[src/rtl/alu_issue_stage_pkg.sv]
// rtl/alu_issue_stage_pkg.sv - shared ALU op codes, RV32I opcodes and issue decode
package alu_issue_stage_pkg;

  localparam logic [3:0] ALU_ADD  = 4'b0000;
  localparam logic [3:0] ALU_SUB  = 4'b1000;
  localparam logic [3:0] ALU_SLL  = 4'b0001;
  localparam logic [3:0] ALU_SRL  = 4'b1001;
  localparam logic [3:0] ALU_SRA  = 4'b1101;
  localparam logic [3:0] ALU_SLT  = 4'b0010;
  localparam logic [3:0] ALU_SLTU = 4'b0011;
  localparam logic [3:0] ALU_XOR  = 4'b0100;
  localparam logic [3:0] ALU_OR   = 4'b0110;
  localparam logic [3:0] ALU_AND  = 4'b0111;
  localparam logic [3:0] ALU_BEQ  = 4'b1000;
  localparam logic [3:0] ALU_BNE  = 4'b1100;
  localparam logic [3:0] ALU_BLT  = 4'b1010;
  localparam logic [3:0] ALU_BGE  = 4'b1110;

  localparam logic [6:0] OPC_OP     = 7'b0110011;
  localparam logic [6:0] OPC_OP_IMM = 7'b0010011;
  localparam logic [6:0] OPC_BRANCH = 7'b1100011;
  localparam logic [6:0] OPC_LOAD   = 7'b0000011;
  localparam logic [6:0] OPC_STORE  = 7'b0100011;
  localparam logic [6:0] OPC_LUI    = 7'b0110111;
  localparam logic [6:0] OPC_AUIPC  = 7'b0010111;

  typedef enum logic [1:0] {SRC_A_RS1, SRC_A_ZERO, SRC_A_PC} a_sel_e;
  typedef enum logic [1:0] {BR_NONE, BR_FLAG, BR_LTU, BR_GEU} br_kind_e;

  typedef struct packed {
    logic [3:0] op;
    a_sel_e     a_sel;
    logic       b_imm;
    logic       shamt;
    br_kind_e   br;
    logic       illegal;
  } dec_t;

  function automatic dec_t decode(input logic [6:0] opcode, input logic [2:0] funct3,
                                  input logic funct7b5);
    dec_t d;
    d.op      = ALU_ADD;
    d.a_sel   = SRC_A_RS1;
    d.b_imm   = 1'b1;
    d.shamt   = 1'b0;
    d.br      = BR_NONE;
    d.illegal = 1'b0;
    case (opcode)
      OPC_OP, OPC_OP_IMM: begin
        d.b_imm = (opcode == OPC_OP_IMM);
        case (funct3)
          3'b000: d.op = (opcode == OPC_OP && funct7b5) ? ALU_SUB : ALU_ADD;
          3'b001: begin d.op = ALU_SLL; d.shamt = 1'b1; end
          3'b010: d.op = ALU_SLT;
          3'b011: d.op = ALU_SLTU;
          3'b100: d.op = ALU_XOR;
          3'b101: begin d.op = funct7b5 ? ALU_SRA : ALU_SRL; d.shamt = 1'b1; end
          3'b110: d.op = ALU_OR;
          default: d.op = ALU_AND;
        endcase
      end
      OPC_BRANCH: begin
        d.b_imm = 1'b0;
        case (funct3)
          3'b000: begin d.op = ALU_BEQ;  d.br = BR_FLAG; end
          3'b001: begin d.op = ALU_BNE;  d.br = BR_FLAG; end
          3'b100: begin d.op = ALU_BLT;  d.br = BR_FLAG; end
          3'b101: begin d.op = ALU_BGE;  d.br = BR_FLAG; end
          3'b110: begin d.op = ALU_SLTU; d.br = BR_LTU;  end
          3'b111: begin d.op = ALU_SLTU; d.br = BR_GEU;  end
          default: d.illegal = 1'b1;
        endcase
      end
      OPC_LOAD, OPC_STORE: ;
      OPC_LUI:   d.a_sel = SRC_A_ZERO;
      OPC_AUIPC: d.a_sel = SRC_A_PC;
      default:   d.illegal = 1'b1;
    endcase
    return d;
  endfunction

endpackage

[src/rtl/alu_issue_stage_lca.sv]
// rtl/alu_issue_stage_lca.sv - lookahead-carry adder, 4-bit groups chained by group carry
module alu_issue_stage_lca #(
  parameter int WIDTH = 32
) (
  input  logic [WIDTH-1:0] a,
  input  logic [WIDTH-1:0] b,
  output logic [WIDTH-1:0] sum
);

  logic [WIDTH-1:0] g;
  logic [WIDTH-1:0] p;
  logic [WIDTH-1:0] c;
  logic             cin;

  assign g = a & b;
  assign p = a ^ b;

  always_comb begin
    c   = '0;
    cin = 1'b0;
    for (int k = 0; k < WIDTH / 4; k++) begin
      c[4*k]   = cin;
      c[4*k+1] = g[4*k] | (p[4*k] & cin);
      c[4*k+2] = g[4*k+1] | (p[4*k+1] & g[4*k]) | (p[4*k+1] & p[4*k] & cin);
      c[4*k+3] = g[4*k+2] | (p[4*k+2] & g[4*k+1]) | (p[4*k+2] & p[4*k+1] & g[4*k])
               | (p[4*k+2] & p[4*k+1] & p[4*k] & cin);
      cin      = g[4*k+3] | (p[4*k+3] & g[4*k+2]) | (p[4*k+3] & p[4*k+2] & g[4*k+1])
               | (p[4*k+3] & p[4*k+2] & p[4*k+1] & g[4*k])
               | (p[4*k+3] & p[4*k+2] & p[4*k+1] & p[4*k] & cin);
    end
  end

  assign sum = p ^ c;

endmodule

[src/rtl/alu_issue_stage.sv]
// rtl/alu_issue_stage.sv - decode (D) and execute/writeback (E) registers around an external ALU
module alu_issue_stage
  import alu_issue_stage_pkg::*;
#(
  parameter int XLEN = 32
) (
  input  logic            iClk,
  input  logic            iRstN,
  input  logic            iValid,
  output logic            oReady,
  input  logic [6:0]      iOpcode,
  input  logic [2:0]      iFunct3,
  input  logic            iFunct7b5,
  input  logic [XLEN-1:0] iRs1Data,
  input  logic [XLEN-1:0] iRs2Data,
  input  logic [XLEN-1:0] iImm,
  input  logic [XLEN-1:0] iPc,
  output logic [XLEN-1:0] oAluA,
  output logic [XLEN-1:0] oAluB,
  output logic [3:0]      oAluOp,
  input  logic [XLEN-1:0] iAluData,
  input  logic            iAluZero,
  output logic            oValid,
  input  logic            iReady,
  output logic [XLEN-1:0] oResult,
  output logic            oIllegal,
  output logic            oRedirect,
  output logic [XLEN-1:0] oTarget
);

  dec_t            dec;
  logic [XLEN-1:0] a_next;
  logic [XLEN-1:0] b_next;
  logic [XLEN-1:0] target_next;

  logic            d_valid;
  logic            d_illegal;
  br_kind_e        d_br;
  logic [XLEN-1:0] d_target;
  logic            e_valid;

  logic            adv_e;
  logic            d_load;
  logic            e_load;
  logic            taken;
  logic            flush;

  alu_issue_stage_lca #(.WIDTH(XLEN)) u_target_add (
    .a   (iPc),
    .b   (iImm),
    .sum (target_next)
  );

  always_comb begin
    dec = decode(iOpcode, iFunct3, iFunct7b5);
    case (dec.a_sel)
      SRC_A_ZERO: a_next = '0;
      SRC_A_PC:   a_next = iPc;
      default:    a_next = iRs1Data;
    endcase
    b_next = dec.b_imm ? iImm : iRs2Data;
    // Shift amounts only use 5 bits; SRAI's funct7 sits in imm[11:5]
    if (dec.shamt) b_next = {{(XLEN-5){1'b0}}, b_next[4:0]};
  end

  always_comb begin
    case (d_br)
      BR_FLAG: taken = iAluZero;
      BR_LTU:  taken = iAluData[0];
      BR_GEU:  taken = ~iAluData[0];
      default: taken = 1'b0;
    endcase
  end

  assign adv_e  = !e_valid || iReady;
  assign oReady = !d_valid || adv_e;
  assign d_load = iValid && oReady;
  assign e_load = d_valid && adv_e;
  assign flush  = e_load && taken && !d_illegal;
  assign oValid = e_valid;

  always_ff @(posedge iClk or negedge iRstN) begin
    if (!iRstN) begin
      d_valid   <= 1'b0;
      oAluA     <= '0;
      oAluB     <= '0;
      oAluOp    <= ALU_ADD;
      d_br      <= BR_NONE;
      d_illegal <= 1'b0;
      d_target  <= '0;
      e_valid   <= 1'b0;
      oResult   <= '0;
      oIllegal  <= 1'b0;
      oRedirect <= 1'b0;
      oTarget   <= '0;
    end else begin
      // A taken branch leaving D squashes whatever is accepted on the same edge
      if (d_load && !flush) begin
        d_valid   <= 1'b1;
        oAluA     <= a_next;
        oAluB     <= b_next;
        oAluOp    <= dec.op;
        d_br      <= dec.br;
        d_illegal <= dec.illegal;
        d_target  <= target_next;
      end else if (e_load) begin
        d_valid <= 1'b0;
      end

      if (e_load) begin
        e_valid  <= 1'b1;
        oResult  <= iAluData;
        oIllegal <= d_illegal;
      end else if (iReady) begin
        e_valid  <= 1'b0;
        oIllegal <= 1'b0;
      end

      oRedirect <= flush;
      if (flush) oTarget <= d_target;
    end
  end

endmodule
[config.mk]
export PLATFORM = sky130hd
export DESIGN_NAME = alu_issue_stage
export DESIGN_NICKNAME = d
export VERILOG_FILES = /design/src/rtl/alu_issue_stage_pkg.sv /design/src/rtl/alu_issue_stage_lca.sv /design/src/rtl/alu_issue_stage.sv
export SDC_FILE = /design/constraint.sdc
export NUM_CORES = 1
export LEC_CHECK = 0
export CAP_MARGIN = 20
export CORE_UTILIZATION = 42
export CTS_CLUSTER_SIZE = 24
export DETAILED_ROUTE_END_ITERATION = 10
export GPL_TIMING_DRIVEN = 0
export PLACE_DENSITY = 0.78
export SYNTH_ARGS = -nofsm -noshare
export SYNTH_HDL_FRONTEND = slang
export SYNTH_HIERARCHICAL = 1
export SYNTH_SLANG_ARGS = --single-unit
[constraint.sdc]
create_clock -name iClk -period 1.65 [get_ports iClk]
set_input_delay 0.495 -clock iClk [delete_from_list [all_inputs] [get_ports iClk]]
set_output_delay 0.495 -clock iClk [all_outputs]
set_load 0.02 [all_outputs]
## Word level (Yosys, flattened, before mapping)

Index checks and enable logic that the tools add are counted.

- Equal/unequal tests: 19
- Multiplexer cells: 22
- Bitwise operators: 190
- Reduce and logical (&&, ||, !) cells: 21

Operators by type and width:

| cell | count |
|---|---|
| $and A1 B1 Y1 | 114 |
| $or A1 B1 Y1 | 72 |
| $mux W32 | 2 |
| $pmux W32 S2 | 1 |
| $xor A32 B32 Y32 | 2 |
| $and A31 B31 Y31 | 1 |
| $pmux W4 S7 | 1 |
| $eq A7 B6 Y1 const B | 3 |
| $pmux W4 S5 | 1 |
| $eq A7 B5 Y1 const B | 2 |
| $eq A3 B3 Y1 const B | 4 |
| $reduce_or A6 Y1 | 2 |
| $mux W1 | 8 |
| $pmux W4 S2 | 1 |
| $eq A7 B2 Y1 const B | 1 |
| $eq A7 B7 Y1 const B | 1 |
| $eq A2 B2 Y1 const B | 3 |
| $eq A3 B2 Y1 const B | 2 |
| $logic_and A1 B1 Y1 | 6 |
| $pmux W2 S3 | 1 |
| $reduce_or A2 Y1 | 3 |
| $eq A2 B1 Y1 const B | 2 |
| $logic_not A1 Y1 | 4 |
| $mux W4 | 1 |
| other kinds (11) | 14 |

- Register bits: 171
- Bits of input ports: 176
- Output and inout port bits: 136
- Logic and storage cells: 264

## Longest topological paths before layout

Gate-level depths: netlist of run 1.

- Depth in word-level cells: 20
- Gate-level depth with buffers: 12
- Mapped depth without buffers: 12

## By module

Netlist of run 1, hierarchy kept.

Modules (own cells, without submodules):

| module | instances | cells each | area each (µm²) | sequential area each (µm²) |
|---|---|---|---|---|
| alu_issue_stage | 1 | 548 | 7734.9 | 4279.1 |
| alu_issue_stage_lca | 1 | 160 | 1350.0 | 0.0 |

## Worst setup path before layout of run 1

No wires, ideal clock.

- Path type: input to register
- Start point: input port iPc[6]
- End point: register d_target[25]
- Library setup time: 0.125 ns
- Arrival time: 2.801 ns
- Data required time: 1.525 ns
- Path slack: -1.276 ns
- Stages: 12
- Buffers on the path: 0
- Cell sequence: ha_1 > a21o_1 > a21oi_2 > a2bb2oi_2 > nand3b_1 > a31oi_1 > nor2b_1 > o21ai_0 > nand2_1 > fa_1 > xor2_1 > mux2_4

- Cells in the longest elaborated chain, start to end: 17
- Elaborated cells on any way between the ends: 24
- Those cells by class: bitwise (24)

RTL lines:

| element | RTL line | text |
|---|---|---|
| from (decl) | alu_issue_stage.sv:17 | `input logic [XLEN-1:0] iPc,` |
| $and A31 B31 Y31 or $xor A32 B32 Y32 (tied branches) | alu_issue_stage_lca.sv:15, alu_issue_stage_lca.sv:16 |  |
| $and A1 B1 Y1 (on tied branches) | alu_issue_stage_lca.sv:27, alu_issue_stage_lca.sv:28, alu_issue_stage_lca.sv:29 |  |
| $or A1 B1 Y1 (tied with other cells) (2 in series) | alu_issue_stage_lca.sv:27 | `cin = g[4*k+3] \| (p[4*k+3] & g[4*k+2]) \| (p[4*k+3] & p[4*k+2] & g[4*k+1])` |
| $or A1 B1 Y1 or $and A1 B1 Y1 (tied branches) | alu_issue_stage_lca.sv:28, alu_issue_stage_lca.sv:29 |  |
| $or A1 B1 Y1 * | alu_issue_stage_lca.sv:29 | `\| (p[4*k+3] & p[4*k+2] & p[4*k+1] & p[4*k] & cin);` |
| $and A1 B1 Y1 * | alu_issue_stage_lca.sv:29 |  |
| $or A1 B1 Y1 * | alu_issue_stage_lca.sv:29 |  |
| $and A1 B1 Y1 * | alu_issue_stage_lca.sv:29 |  |
| $or A1 B1 Y1 * | alu_issue_stage_lca.sv:29 |  |
| $and A1 B1 Y1 * | alu_issue_stage_lca.sv:29 |  |
| $or A1 B1 Y1 * | alu_issue_stage_lca.sv:29 |  |
| $and A1 B1 Y1 * | alu_issue_stage_lca.sv:29 |  |
| $or A1 B1 Y1 * | alu_issue_stage_lca.sv:29 |  |
| $and A1 B1 Y1 * | alu_issue_stage_lca.sv:23 | `c[4*k+1] = g[4*k] \| (p[4*k] & cin);` |
| $or A1 B1 Y1 * | alu_issue_stage_lca.sv:23 |  |
| $xor A32 B32 Y32 * | alu_issue_stage_lca.sv:33 | `assign sum = p ^ c;` |
| named net target_next[25] | alu_issue_stage.sv:34 | `logic [XLEN-1:0] target_next;` |
| to (signal assigned) | alu_issue_stage.sv:105 | `d_target <= target_next;` |
| to (decl) | alu_issue_stage.sv:39 | `logic [XLEN-1:0] d_target;` |

Mark *: on every way through the listed nets, which the timed path passes. The rest lies on a longest branch.
A chain may end at the register's enable or synchronous reset.

## Worst setup path in the final report of run 1

- Start point: input port iPc[6]
- End point: register d_target[28]

- Cells in the longest elaborated chain, start to end: 17
- Elaborated cells on any way between the ends: 24
- Those cells by class: bitwise (24)

RTL lines:

| element | RTL line |
|---|---|
| $and A31 B31 Y31 or $xor A32 B32 Y32 (tied branches) | alu_issue_stage_lca.sv:15, alu_issue_stage_lca.sv:16 |
| $and A1 B1 Y1 (on tied branches) | alu_issue_stage_lca.sv:27, alu_issue_stage_lca.sv:28, alu_issue_stage_lca.sv:29 |
| $or A1 B1 Y1 (tied with other cells) (2 in series) | alu_issue_stage_lca.sv:27 |
| $or A1 B1 Y1 or $and A1 B1 Y1 (tied branches) | alu_issue_stage_lca.sv:28, alu_issue_stage_lca.sv:29 |
| $or A1 B1 Y1 * | alu_issue_stage_lca.sv:29 |
| $and A1 B1 Y1 * | alu_issue_stage_lca.sv:29 |
| $or A1 B1 Y1 * | alu_issue_stage_lca.sv:29 |
| $and A1 B1 Y1 * | alu_issue_stage_lca.sv:29 |
| $or A1 B1 Y1 * | alu_issue_stage_lca.sv:29 |
| $and A1 B1 Y1 * | alu_issue_stage_lca.sv:29 |
| $or A1 B1 Y1 * | alu_issue_stage_lca.sv:29 |
| $and A1 B1 Y1 * | alu_issue_stage_lca.sv:29 |
| $or A1 B1 Y1 * | alu_issue_stage_lca.sv:29 |
| $and A1 B1 Y1 * | alu_issue_stage_lca.sv:29 |
| $or A1 B1 Y1 * | alu_issue_stage_lca.sv:29 |
| $xor A32 B32 Y32 * | alu_issue_stage_lca.sv:33 |
| named net target_next[28] | alu_issue_stage.sv:34 |

Marked as above.

==> run summary, run 1 <==
Status - finished with violations
Failing checks - setup timing
Most common cell after layout, fill and taps aside - dfrtp_1
Antenna violations before repair - 3
Crit path kind - input port to flip-flop
FILL cells - 1445
R2R Path End - d_target[8]
Crit path required time - 1.96 ns
Reg2reg path depth - 9
First-pass GRT wire length - 44.62 mm
Met2 wire length - 15.20 mm
Ys flop type - dfrtp_1
Flop2flop setup slack - -0.35 ns
Period minus WS final - 2.667 ns
Highest ir drop seen on vdd - 648.8 uV
Final Non-Filler Cells - 1411
Drt initial violations - 261
Synth Cell Area - 9085 sq um
Hold crit path type - input port to asynchronous set/reset pin
Mapped Cells - 708
Num rows - 53
CTS Buffer Depth - 2
Routed Antenna Nets - 0
Final setup margin - -1.017 ns
Placed insts - 1295
Top-area cell type share of the netlist area - 47.10%
H-tree depth - 4
Wire per inst - 21.00 um
Clk sink count - 171
Initial core utilization - 43.08%
Fin. Hold Viols - 0
Startpoint Class - input port
Clock slew at reported path FFs - 0.07 ns
Final setup vio count - 135
Final WL - 29.63 mm
Max layer used - met4
Die area - 22220 sq um
Yosys warnings - 6
Area leader, netlist - dfrtp_1
Syn Area/Cell - 12.83 sq um
Grt ovf - 0
Async set-reset flop share out of synthesis - 100.0%
RSZ-0062 raised after global routing - yes
Clock group share of total power - 29.8%
Sequential power share - 39.1%
Cell Chain, Critical Path - buf_8 -> ha_4 -> nand4_1 -> or3_4 -> a21oi_4 -> nand3b_1 -> nand2_2 -> a31oi_4 -> a21o_1 -> fa_2 -> mux2_4
Crit. End Element - flip-flop
Most frequent cells in the layout - 170 x dfrtp_1, 116 x clkdlybuf4s50_1, 92 x mux2_4
Sw frac - 31.76%
Largest net degree at the start of global routing - 87
CTS Hold Bufs - 0
PortBufs - 311
Slew Limit Fails - 0
Gpl congestion - 0.8080
DRC - 0
EDFF count, synth - 0
Core Area - 21090 sq um
Tot Pwr - 13380 uW
Leakage - 0.007071 uW
Post-synthesis sequential area ratio - 47.10%
DR pass1 iterations - 4
Sw Pwr - 4248 uW
Syn Nets - 925
DR WL met3 - 1.828 mm
Vias per cell - 5.162
M1 WL - 12.12 mm
GRT Overall Usage - 26.85%
R2r startpoint - d_br[0]
Max-Cap Viols - 0
Worst EP arrival - 2.98 ns
Cell variety after synth - 65
Layout cell share with drive strength beyond 1 - 48.63%
Clk root buf - clkbuf_16
Layout Nets - 1337
Die Wd - 149.1 um
Worst Tran Pin Value - 0.6683 ns
Worst Path Max Fanout - 6
Synth Register Bits - 171
Dpl hpwl - 20.13 mm
Combinational share of power - 31.1%
Total number of vias - 7283
Rel. slew slack - 55.45%
CTS tree - built
PD cells - 885.9 nW/um^2
Number of CTS-inserted buffers - 17
Synth top area cells - dfrtp_1 47%, mux2_2 10%, mux2_4 9.9%, ha_1 4.5%, o2bb2ai_2 3.3%
CP max stage cell - fa_2
I/O pins - 312
Cell Int Power - 9128 uW
Clk Latency, worst-skew pair - 0.43 ns
Die height - 149.1 um
Vias in the first global route - 7796
Tcrit/Tclk final - 161.6%
Max Fclk - 375.0 MHz
Synthesis-to-layout area growth - 66.18%
Worst clock skew - 0.01377 ns
CP max stage delay - 0.43 ns
[kinds of logic (layout without fill, tap and decap cells)]
| kind of cell | count (synthesis) | count (layout) | synth area share, % |
|---|---|---|---|
| compound gates | 121 | 121 | 10.81 |
| flops | 171 | 171 | 47.10 |
| simple gates | 110 | 110 | 6.142 |
| xor+xnor | 24 | 24 | 2.314 |
| other cells | 0 | 3 | 0 |
| fa+ha+maj | 41 | 41 | 6.308 |
| buf+inv | 71 | 496 | 4.145 |
| mux | 170 | 170 | 23.18 |
[area by class of cell]
class	instances	area (sq um)	area share (%)
Sequential cell	171	4280	28.35
Tap cell	275	344.1	2.279
Multi-Input combinational cell	466	5502	36.44
Clock buffer	17	425.4	2.818
Inverter	40	152.6	1.011
Timing Repair Buffer	396	3824	25.33
Buffer	28	409.1	2.710
Clock inverter	15	152.6	1.011
Antenna cell	3	7.507	0.04973
[power groups by stage]
stage / logic, uW / registers [uW] / clock network [uW]
2_1_floorplan: 1620 / 5680 / 0
3_3_place_gp: 3750 / 5250 / 0
3_5_place_dp: 3830 / 5280 / 0
4_1_cts: 4050 / 5210 / 4060
5_1_grt: 4410 / 5290 / 4230
6_report: 4160 / 5230 / 3990
[how the worst max path moves through the flow]
stage / to / start / slack (ns) / depth (start not counted)
after floorplan: d_target[24] / iImm[6] / -1.07 / 11
after global placement: oResult[10] / iRstN / -7.18 / 1
after detailed placement: d_target[28] / iPc[4] / -2.09 / 11
after CTS: d_target[25] / iImm[1] / -0.94 / 13
after global routing: d_target[28] / iPc[7] / -1.04 / 11
final: d_target[28] / iPc[6] / -1.02 / 11
[per-layer routing]
layer  track usage [%]  vias up
met5                 0        -
met4             8.112        0
met3             5.780       29
met2             47.23      259
met1             32.75     3641
li1                  -     3354
[synthesized netlist by cell type, drive strengths merged (3+ instances only)]
| cell | instances |
|---|---|
| o21ai | 43 |
| nand3 | 8 |
| nor2b | 4 |
| xnor2 | 13 |
| clkbuf | 9 |
| mux2 | 143 |
| ha | 33 |
| or3 | 3 |
| nand3b | 3 |
| and2 | 3 |
| o21ba | 3 |
| nand2 | 54 |
| a21o | 9 |
| nor2 | 7 |
| fa | 8 |
| buf | 22 |
| a21oi | 17 |
| nand2b | 5 |
| o2bb2ai | 27 |
| mux2i | 27 |
| xor2 | 11 |
| nor3 | 8 |
| inv | 40 |
| dfrtp | 171 |
| and3 | 3 |
[registers in the layout, summed over array words and instances, names as in the netlist]
name,count
oRedirect,1
d_br,2
d_valid,1
oAluOp,4
d_illegal,1
oResult,32
oValid,1
oAluA,32
oTarget,32
oAluB,32
d_target,32
oIllegal,1
[critical path: cells and delay by family]
kind / cells / cell delay [ns]
AOI/OAI and AO/OA: 3 / 0.49
adders and majority gates: 2 / 0.73
buffers and inverters: 1 / 0.10
muxes: 1 / 0.26
and+or+nand+nor: 4 / 0.89
[per-stage QoR]
step / area, sq um / setup TNS [ns] / setup WS (ns) / hold slack (ns) / util [%]
finish: 15100 / -40.33 / -1.017 / 0.06842 / 71.59
global route: 15100 / -47.42 / -1.040 / 0.1204 / 71.59
CTS: 14990 / -42.24 / -0.9436 / 0.09052 / 71.06
detailed placement: 12900 / -170.48 / -2.087 / 0.4726 / 61.17
global placement: 12870 / -1390.31 / -7.181 / 0.4712 / 61.01
floorplan: 9409 / -37.28 / -1.067 / 0.1994 / -
[what timing repair did]
| action | CTS | global route |
|---|---|---|
| pin swaps | 65 | 23 |
| endpoints found under the setup margin | 300 | 239 |
| resized for setup | 577 | 198 |
| buffers inserted | 62 | 20 |
| gates cloned | 11 | 2 |
(Power assumes the default switching activity.)
==> run 2, diff against run 1 <==
--- a/config.mk
+++ b/config.mk
@@ -11,6 +11,7 @@
 export DETAILED_ROUTE_END_ITERATION = 10
 export GPL_TIMING_DRIVEN = 0
 export PLACE_DENSITY = 0.78
+export SKIP_CTS_REPAIR_TIMING = 1
 export SYNTH_ARGS = -nofsm -noshare
 export SYNTH_HDL_FRONTEND = slang
 export SYNTH_HIERARCHICAL = 1
==> run summary, run 2 (synthesis gave the netlist of run 1 again) <==
Status - finished with violations (unchanged)
Vias per cell - 5.239 (was 5.162)
GRT Overall Usage - 23.84% (was 26.85%)
Clk sink count - 171 (unchanged)
Rel. slew slack - 54.58% (was 55.45%)
Total number of vias - 7203 (was 7283)
Final core occ - 72.62% (was 71.59%)
Hold crit path type - input port to asynchronous set/reset pin (unchanged)
Gpl congestion - 0.8080 (unchanged)
Initial core utilization - 43.08% (unchanged)
Most common cell after layout, fill and taps aside - dlymetal6s2s_1 (was dfrtp_1)
Most frequent cells in the layout - 173 x dlymetal6s2s_1, 170 x dfrtp_1, 115 x clkdlybuf4s50_1 (was 170 x dfrtp_1, 116 x clkdlybuf4s50_1, 92 x mux2_4)
RSZ-0062 raised after global routing - yes (unchanged)
I/O pins - 312 (unchanged)
Sequential power share - 38.7% (was 39.1%)
Worst clock skew - 0.01575 ns (was 0.01377 ns)
Setup TNS - -43.33 ns (was -40.33 ns)
Highest ir drop seen on vdd - 614.8 uV (was 648.8 uV)
CTS Buffer Depth - 2 (unchanged)
Leakage - 0.008635 uW (was 0.007071 uW)
Dpl hpwl - 20.13 mm (unchanged)
Cell Chain, Critical Path - clkdlybuf4s50_1 -> ha_1 -> nor4_1 -> o21a_1 -> a31oi_4 -> a21o_1 -> fa_2 -> xor2_1 -> mux2_4 (was buf_8 -> ha_4 -> nand4_1 -> or3_4 -> a21oi_4 -> nand3b_1 -> nand2_2 -> a31oi_4 -> a21o_1 -> fa_2 -> mux2_4)
Tcrit/Tclk final - 162.4% (was 161.6%)
Slew Limit Fails - 0 (unchanged)
PortBufs - 311 (unchanged)
CP max stage delay - 0.50 ns (was 0.43 ns)
Post-route cell area - 15310 sq um (was 15100 sq um)
Max Fclk - 373.2 MHz (was 375.0 MHz)
Vias in the first global route - 7138 (was 7796)
DR pass1 iterations - 6 (was 4)
Placed Area - 12900 sq um (unchanged)
Num rows - 53 (unchanged)
Sw Pwr - 4232 uW (was 4248 uW)
Die Wd - 149.1 um (unchanged)
CTS tree - built (unchanged)
CP delay by family, top - adder cells (was simple AND/OR/NAND/NOR gates)
DRC - 0 (unchanged)
Failing checks - setup timing (unchanged)
Final Non-Filler Cells - 1375 (was 1411)
Worst EP arrival - 2.99 ns (was 2.98 ns)
Clock group share of total power - 29.6% (was 29.8%)
CP max stage cell - clkdlybuf4s50_1 (was fa_2)
H-tree depth - 4 (unchanged)
Wire per inst - 21.88 um (was 21.00 um)
Period minus WS final - 2.680 ns (was 2.667 ns)
Layout Nets - 1302 (was 1337)
Worst Tran Pin Value - 0.6812 ns (was 0.6683 ns)
Final setup margin - -1.030 ns (was -1.017 ns)
First-pass GRT wire length - 39.90 mm (was 44.62 mm)
Clock slew at reported path FFs - 0.08 ns (was 0.07 ns)
Layout cell share with drive strength beyond 1 - 37.25% (was 48.63%)
Final setup vio count - 133 (was 135)
Number of CTS-inserted buffers - 17 (unchanged)
Crit. End Element - flip-flop (unchanged)
Worst Path Max Fanout - 3 (was 6)
Sw frac - 31.39% (was 31.76%)
Crit path buf inv count - 1 (unchanged)
Max-Cap Viols - 0 (unchanged)
PD cells - 880.5 nW/um^2 (was 885.9 nW/um^2)
Largest net degree at the start of global routing - 87 (unchanged)
Crit path kind - input port to flip-flop (unchanged)
Die area - 22220 sq um (unchanged)
Die height - 149.1 um (unchanged)
Cell Int Power - 9253 uW (was 9128 uW)
FILL cells - 1389 (was 1445)
Final WL - 30.09 mm (was 29.63 mm)
Clk Latency, worst-skew pair - 0.44 ns (was 0.43 ns)
Grt ovf - 0 (unchanged)
Clk root buf - clkbuf_16 (unchanged)
Crit path required time - 1.96 ns (about the same)
Core Area - 21090 sq um (unchanged)
Min Hold Slack - 0.07070 ns (was 0.06842 ns)
Antenna violations before repair - 2 (was 3)
Routed Antenna Nets - 0 (unchanged)
Combinational share of power - 31.7% (was 31.1%)
Fin. Hold Viols - 0 (unchanged)
Drt initial violations - 289 (was 261)
Placed insts - 1295 (unchanged)
Synthesis-to-layout area growth - 68.57% (was 66.18%)
Startpoint Class - input port (unchanged)
[run 2: cell types whose count changed in the layout (fill, tap and decap cells not counted), moves of 15 or more]
cell	before	now
clkbuf_2	59	9
clkdlybuf4s15_1	67	0
mux2_2	51	69
clkdlybuf4s15_2	18	0
buf_4	49	34
dlymetal6s2s_1	4	173
mux2_4	92	74
dlygate4sd2_1	22	0
nand2_1	21	37
[run 2: path summary, 6_finish.rpt]
check | startpoint | to | slack (ns) | cells past startpoint
min in group iClk | iImm[7] | oAluB[7] | 0.36 | 3
max in group asynchronous | iRstN | d_valid | 0.68 | 2
worst min register to register | oAluB[8] | oAluB[8] | 0.50 | 1
worst max-delay path | iImm[21] | d_target[29] | -1.03 | 9
worst max register to register | d_br[1] | d_target[27] | -0.39 | 7
worst min-delay path | iRstN | oAluA[4] | 0.07 | 1
[run 2: through the flow]
stage / power [uW] / setup WS, ns
detailed placement: 9102 / -2.087
floorplan: 7301 / -1.067
global route: 14040 / -1.058
global placement: 8999 / -7.181
CTS: 13110 / -1.627
finish: 13480 / -1.030
[run 2: power groups by stage]
stage               Clock (uW)  Combinational [uW]  Sequential, uW
global placement             0                3750            5250
floorplan                    0                1620            5680
detailed placement           0                3830            5280
global route              4240                4520            5290
finish                    3990                4270            5220
CTS                       4060                3850            5210
[run 2: cell type report]
| type | instances | area [sq um] | share of cell area, % |
|---|---|---|---|
| multi-input combinational | 466 | 5375 | 35.10 |
| sequential | 171 | 4280 | 27.95 |
| timing repair buffer | 359 | 4177 | 27.27 |
| clock buffer | 17 | 425.4 | 2.778 |
| buffer | 30 | 400.4 | 2.614 |
| tap | 275 | 344.1 | 2.247 |
| inverter | 40 | 155.1 | 1.013 |
| clock inverter | 15 | 152.6 | 0.9967 |
| antenna | 2 | 5.005 | 0.03268 |
[run 2: layer usage]
metal  wire length [um]  share of wire [%]  global-route usage [%]
met1              12200                 41                   29.45
met2              15170                 50                   40.95
met3               1895                6.3                   5.780
met4                820                2.7                   7.347
met5                  0                  0                       0
==> RTL edit 1 (config.mk and constraints of run 2) <==
Set the parameter `XLEN` to 28 (it was 32).
--- a/src/rtl/alu_issue_stage.sv
+++ b/src/rtl/alu_issue_stage.sv
@@ -3,5 +3,5 @@
   import alu_issue_stage_pkg::*;
 #(
-  parameter int XLEN = 32
+  parameter int XLEN = 28
 ) (
   input  logic            iClk,
Interface: changed (9 resized); port bits go from 312 to 276. The function was not compared with the original's and may differ.
==> RTL edit 1 against run 2 <==
- the flow still finishes with violations (setup timing)
- routed wire length fell by 15%
- hold slack improved by 0.017 ns
- design area fell by 10%
- global-route usage rose by 0.43 points
- power fell by 7.5%
- area after synthesis fell by 15%
- setup slack improved by 0.020 ns
- sequential cell count fell by 20
- count of clock-buffer cells in the layout did not move
- highest routed layer unchanged
==> RTL edit 1: results (changes against run 2) <==
- H-tree depth: 4 (unchanged)
- Synth warn: 6 (unchanged)
- Vias in the first global route: 6263 (-12%)
- Placed insts: 1144 (-12%)
- Seq/Total Area, Yosys: 0.488 (+0.0169)
- Number of library cell types mapped by synthesis: 61 (-6.2%)
- CP max stage delay: 0.44 ns (-0.06 ns)
- Hold Path Class: in -> async
- Initial detailed-routing violation count: 258 (-11%)
- Port-buffer cells: 275 (-12%)
- Violated checks: setup timing
- First-pass GRT wire length: 33900 um (-15%)
- Xor and xnor area share after synthesis: 0.0226 (-0.000520)
- Layout Cells excl Fill: 1231 (-10%)
- Syn nets: 831 (-10%)
- Combinational fraction of design power: 0.306 (-0.011)
- Pre-CTS setup slack: -1.93 ns (+0.155 ns)
- Antenna violations before repair: 2 (unchanged)
- Post-DP Area: 11300 sq um (-12%)
- Final worst slack: -1.01 ns (+0.0205 ns)
- Actual slew at the worst max-slew pin: 0.764 ns (+0.0831 ns)
- Layout cell share with drive strength beyond 1: 0.379 (+0.00688)
- Synth Area in Compound Gates: 0.0979 (-0.0102)
- Setup crit end: d_target[25]$_DFFE_PN0P_
- R2R depth: 8 (+1)
- Crit-path slowest cell: or3_4
- Top cells by count, synth: 151 x dfrtp_1, 87 x mux2_2, 46 x nand2_1, 40 x mux2_1, 39 x inv_1
- Largest net degree at the start of global routing: 79 (-9.2%)
- Final Skew: 0.0114 ns (-0.00433 ns)
- Final setup fails: 119 (-11%)
- FF-to-FF End: oAluA[25]$_DFFE_PN0P_
- Wirelength per Cell: 20.9 um (-4.7%)
- R2r setup slk: -0.36 ns (+0.03 ns)
- Multiplexer share of the synthesized area: 0.216 (-0.0161)
- Post-Synth Adder-Cell Area: 0.0649 (+0.00187)
- Top post-synthesis cells by area: dfrtp_1 49%, mux2_2 13%, mux2_1 5.8%
- Leak Pwr: 7.57 nW (-12%)
- Post-DP HPWL: 16400 um (-18%)
- DRT Pass-1 Iters: 4 (-2)
- Arrival time of the worst setup path: 2.97 ns (-0.02 ns)
- Mapped Cells: 639 (-9.7%)
- Status: finished with violations
- Drt via density: 5.27 (+0.67%)
- Critical path startpoint: iImm[15]
- VDD IR-drop max: 786 uV (+28%)
- Total Power: 0.0125 W (-7.5%)
- RD Place Congestion: 0.823 (+1.8%)
- Critical path peak fanout: 4 (+1)
- Net Sw Frac: 0.302 (-0.0115)
- Power Clock: 0.00405 W (+2%)
- GR Util All Layers: 0.243 (+0.00427)
## RTL edit 1: metal layers
metal | wire length [um] | global-route usage
met4 | 508 | 0.0912
met1 | 10800 | 0.305
met2 | 12600 | 0.398
met3 | 1760 | 0.0648
met5 | 0 | 0
## RTL edit 1: area by class of cell
cell class                 instances  area [sq um]
antenna                            3          7.51
buffer                            26           370
clock buffer                      17           425
clock inverter                    15           178
fill                            1137          4290
inverter                          40           163
multi-input combinational        421          4770
sequential                       151          3780
tap                              229           287
timing repair buffer             329          3750
## RTL edit 1: worst max-delay path: cells and delay by family
family,cells,cell delay [ns]
multiplexers,1,0.26
AO/OA/AOI/OAI,4,0.54
AND/OR/NAND/NOR,2,0.82
buffers and inverters,1,0.10
adder cells (fa/ha/maj),2,0.61
XOR/XNOR,1,0.15
## RTL edit 1: stage by stage
stage               setup TNS [ns]  hold slack [ns]
detailed placement         -146.40            0.470
floorplan                   -35.66            0.199
CTS                        -111.59            0.130
finish                      -39.92           0.0875
global route                -46.25            0.139
global placement          -1070.06            0.463
==> RTL edit 2 (flow settings as in run 2) <==
Without the edit above. Remove the register `oRedirect`: a continuous assignment takes its place, so the output `oRedirect` follows one clock earlier.
--- a/src/rtl/alu_issue_stage.sv
+++ b/src/rtl/alu_issue_stage.sv
@@ -92,5 +92,4 @@
       oResult   <= '0;
       oIllegal  <= 1'b0;
-      oRedirect <= 1'b0;
       oTarget   <= '0;
     end else begin
@@ -117,8 +116,9 @@
       end
 
-      oRedirect <= flush;
       if (flush) oTarget <= d_target;
     end
   end
 
+  assign oRedirect = flush;
+
 endmodule
Check against the original RTL: not equivalent (a bounded check fails within 4 cycles, from zero or initial values and one cycle with iRstN low).
==> RTL edit 2 against run 2 <==
- the run still ends with setup timing left
- clock power decreased by 4%
- routed wire length is 6.3% lower
- sequential cell count decreased by 1
- critical path type unchanged
- design area fell by 1.2%
- first-iteration DRC count decreased by 19%
- combinational power is 4% lower
- power is 3.1% lower
- setup slack lost 0.061 ns
- area after synthesis shrank 0.77%
==> RTL edit 2: results (changes against run 2) <==
- Signal buffers: 401 (+3.1%)
- GR Util All Layers: 0.237 (-0.00165)
- Sequential share of cell area: 0.281 (+0.00157)
- Layout cell share with drive strength beyond 1: 0.350 (-0.0220)
- Number of clock-tree buffers in the layout: 21 (+4)
- VDD IR-drop max: 619 uV (+0.66%)
- Layout fillers: 1391 (+0.14%)
- Initial detailed-routing violation count: 234 (-19%)
- Final setup fails: 132 (-0.75%)
- Violated checks: setup timing
- Ant diodes: 1 (-1)
- Xor and xnor area share after synthesis: 0.0233 (+0.000180)
- Final-stage net count: 1314 (+0.92%)
- Top Family by Delay on Critical Path: compound AO/OA/AOI/OAI gates
- Wirelength per Cell: 20.3 um (-7.0%)
- Max transition margin: 0.551 (+0.00536)
- First-pass GRT wire length: 39600 um (-0.74%)
- Pre-CTS setup slack: -2.11 ns (-0.0185 ns)
- Multi-input logic area: 5140 sq um (-4.4%)
- Arrival time of the worst setup path: 3.05 ns (+0.06 ns)
- Seq/Total Area, Yosys: 0.472 (+0.000885)
- Non-clk invs: 42 (+5.0%)
- Final Skew: 0.0106 ns (-0.00516 ns)
- Multiplexer share of the synthesized area: 0.230 (-0.00167)
- Data buffer area share: 0.310 (+0.0107)
- RD Place Congestion: 0.828 (+2.5%)
- Top cells by count, synth: 170 x dfrtp_1, 94 x mux2_2, 51 x nand2_1, 49 x mux2_4, 43 x o21ai_0
- Vias in the first global route: 7188 (+0.70%)
- Setup crit end: d_target[25]$_DFFE_PN0P_
- Status: finished with violations
- Multi-input gates: 465 (-0.21%)
- Post-DP HPWL: 19000 um (-5.7%)
- Final worst slack: -1.09 ns (-0.0612 ns)
- Post-DP Area: 12900 sq um (about the same)
- Clock-cell share: 0.0362 (-0.00154)
- FF-to-FF End: d_target[31]$_DFFE_PN0P_
- Synth Area in Compound Gates: 0.111 (+0.00251)
- Num sequential: 170 (-0.58%)
- R2R depth: 9 (+2)
- Syn nets: 924 (-0.11%)
- Drt via density: 5.14 (-1.9%)
- M1 wire length: 11900 um (-2.5%)
## RTL edit 2: changes by cell type in the layout (fill, tap and decap cells not counted), moves of 7 or more
cell	run 2	this run
o2bb2ai_4	13	6
nand2_2	12	3
o2bb2ai_2	13	21
nand2_1	37	48
o21ai_1	27	34
buf_6	15	24
## RTL edit 2: how the worst min path moves through the flow
stage | from | to | slack (ns) | cells after the start
finish | iRstN | oTarget[29]$_DFFE_PN0P_ | 0.06 | 1
global route | iRstN | oAluA[28]$_DFFE_PN0P_ | 0.1 | 1
CTS | iRstN | oAluA[28]$_DFFE_PN0P_ | 0.09 | 1
detailed placement | oAluB[7]$_DFFE_PN0P_ | oAluB[7]$_DFFE_PN0P_ | 0.48 | 1
global placement | oAluOp[3]$_DFFE_PN0P_ | oAluOp[3]$_DFFE_PN0P_ | 0.47 | 1
floorplan | iRstN | d_br[0]$_DFFE_PN0P_ | 0.20 | 0
## RTL edit 2: where the power goes
part           internal [W]  switching (W)  total, W  leakage, nW
Combinational       0.00233        0.00176   0.00409         6.18
Clock               0.00203        0.00179   0.00382        0.268
Sequential          0.00478       0.000370   0.00515         2.08
## RTL edit 2: metrics by stage
step | setup TNS, ns | cells | total power (W) | utilization
floorplan | -42.67 | 707 | 0.00720 | -
global placement | -1362.11 | 1293 | 0.00885 | 0.612
detailed placement | -164.34 | 1294 | 0.00894 | 0.613
finish | -49.93 | 1386 | 0.0131 | 0.720
CTS | -124.96 | 1326 | 0.0128 | 0.640
global route | -58.24 | 1386 | 0.0136 | 0.720
## RTL edit 2: metal layers
metal | track usage | vias up
li1 | - | 3306
met5 | 0 | -
met3 | 0.0479 | 37
met2 | 0.400 | 221
met4 | 0.0722 | 2
met1 | 0.304 | 3556
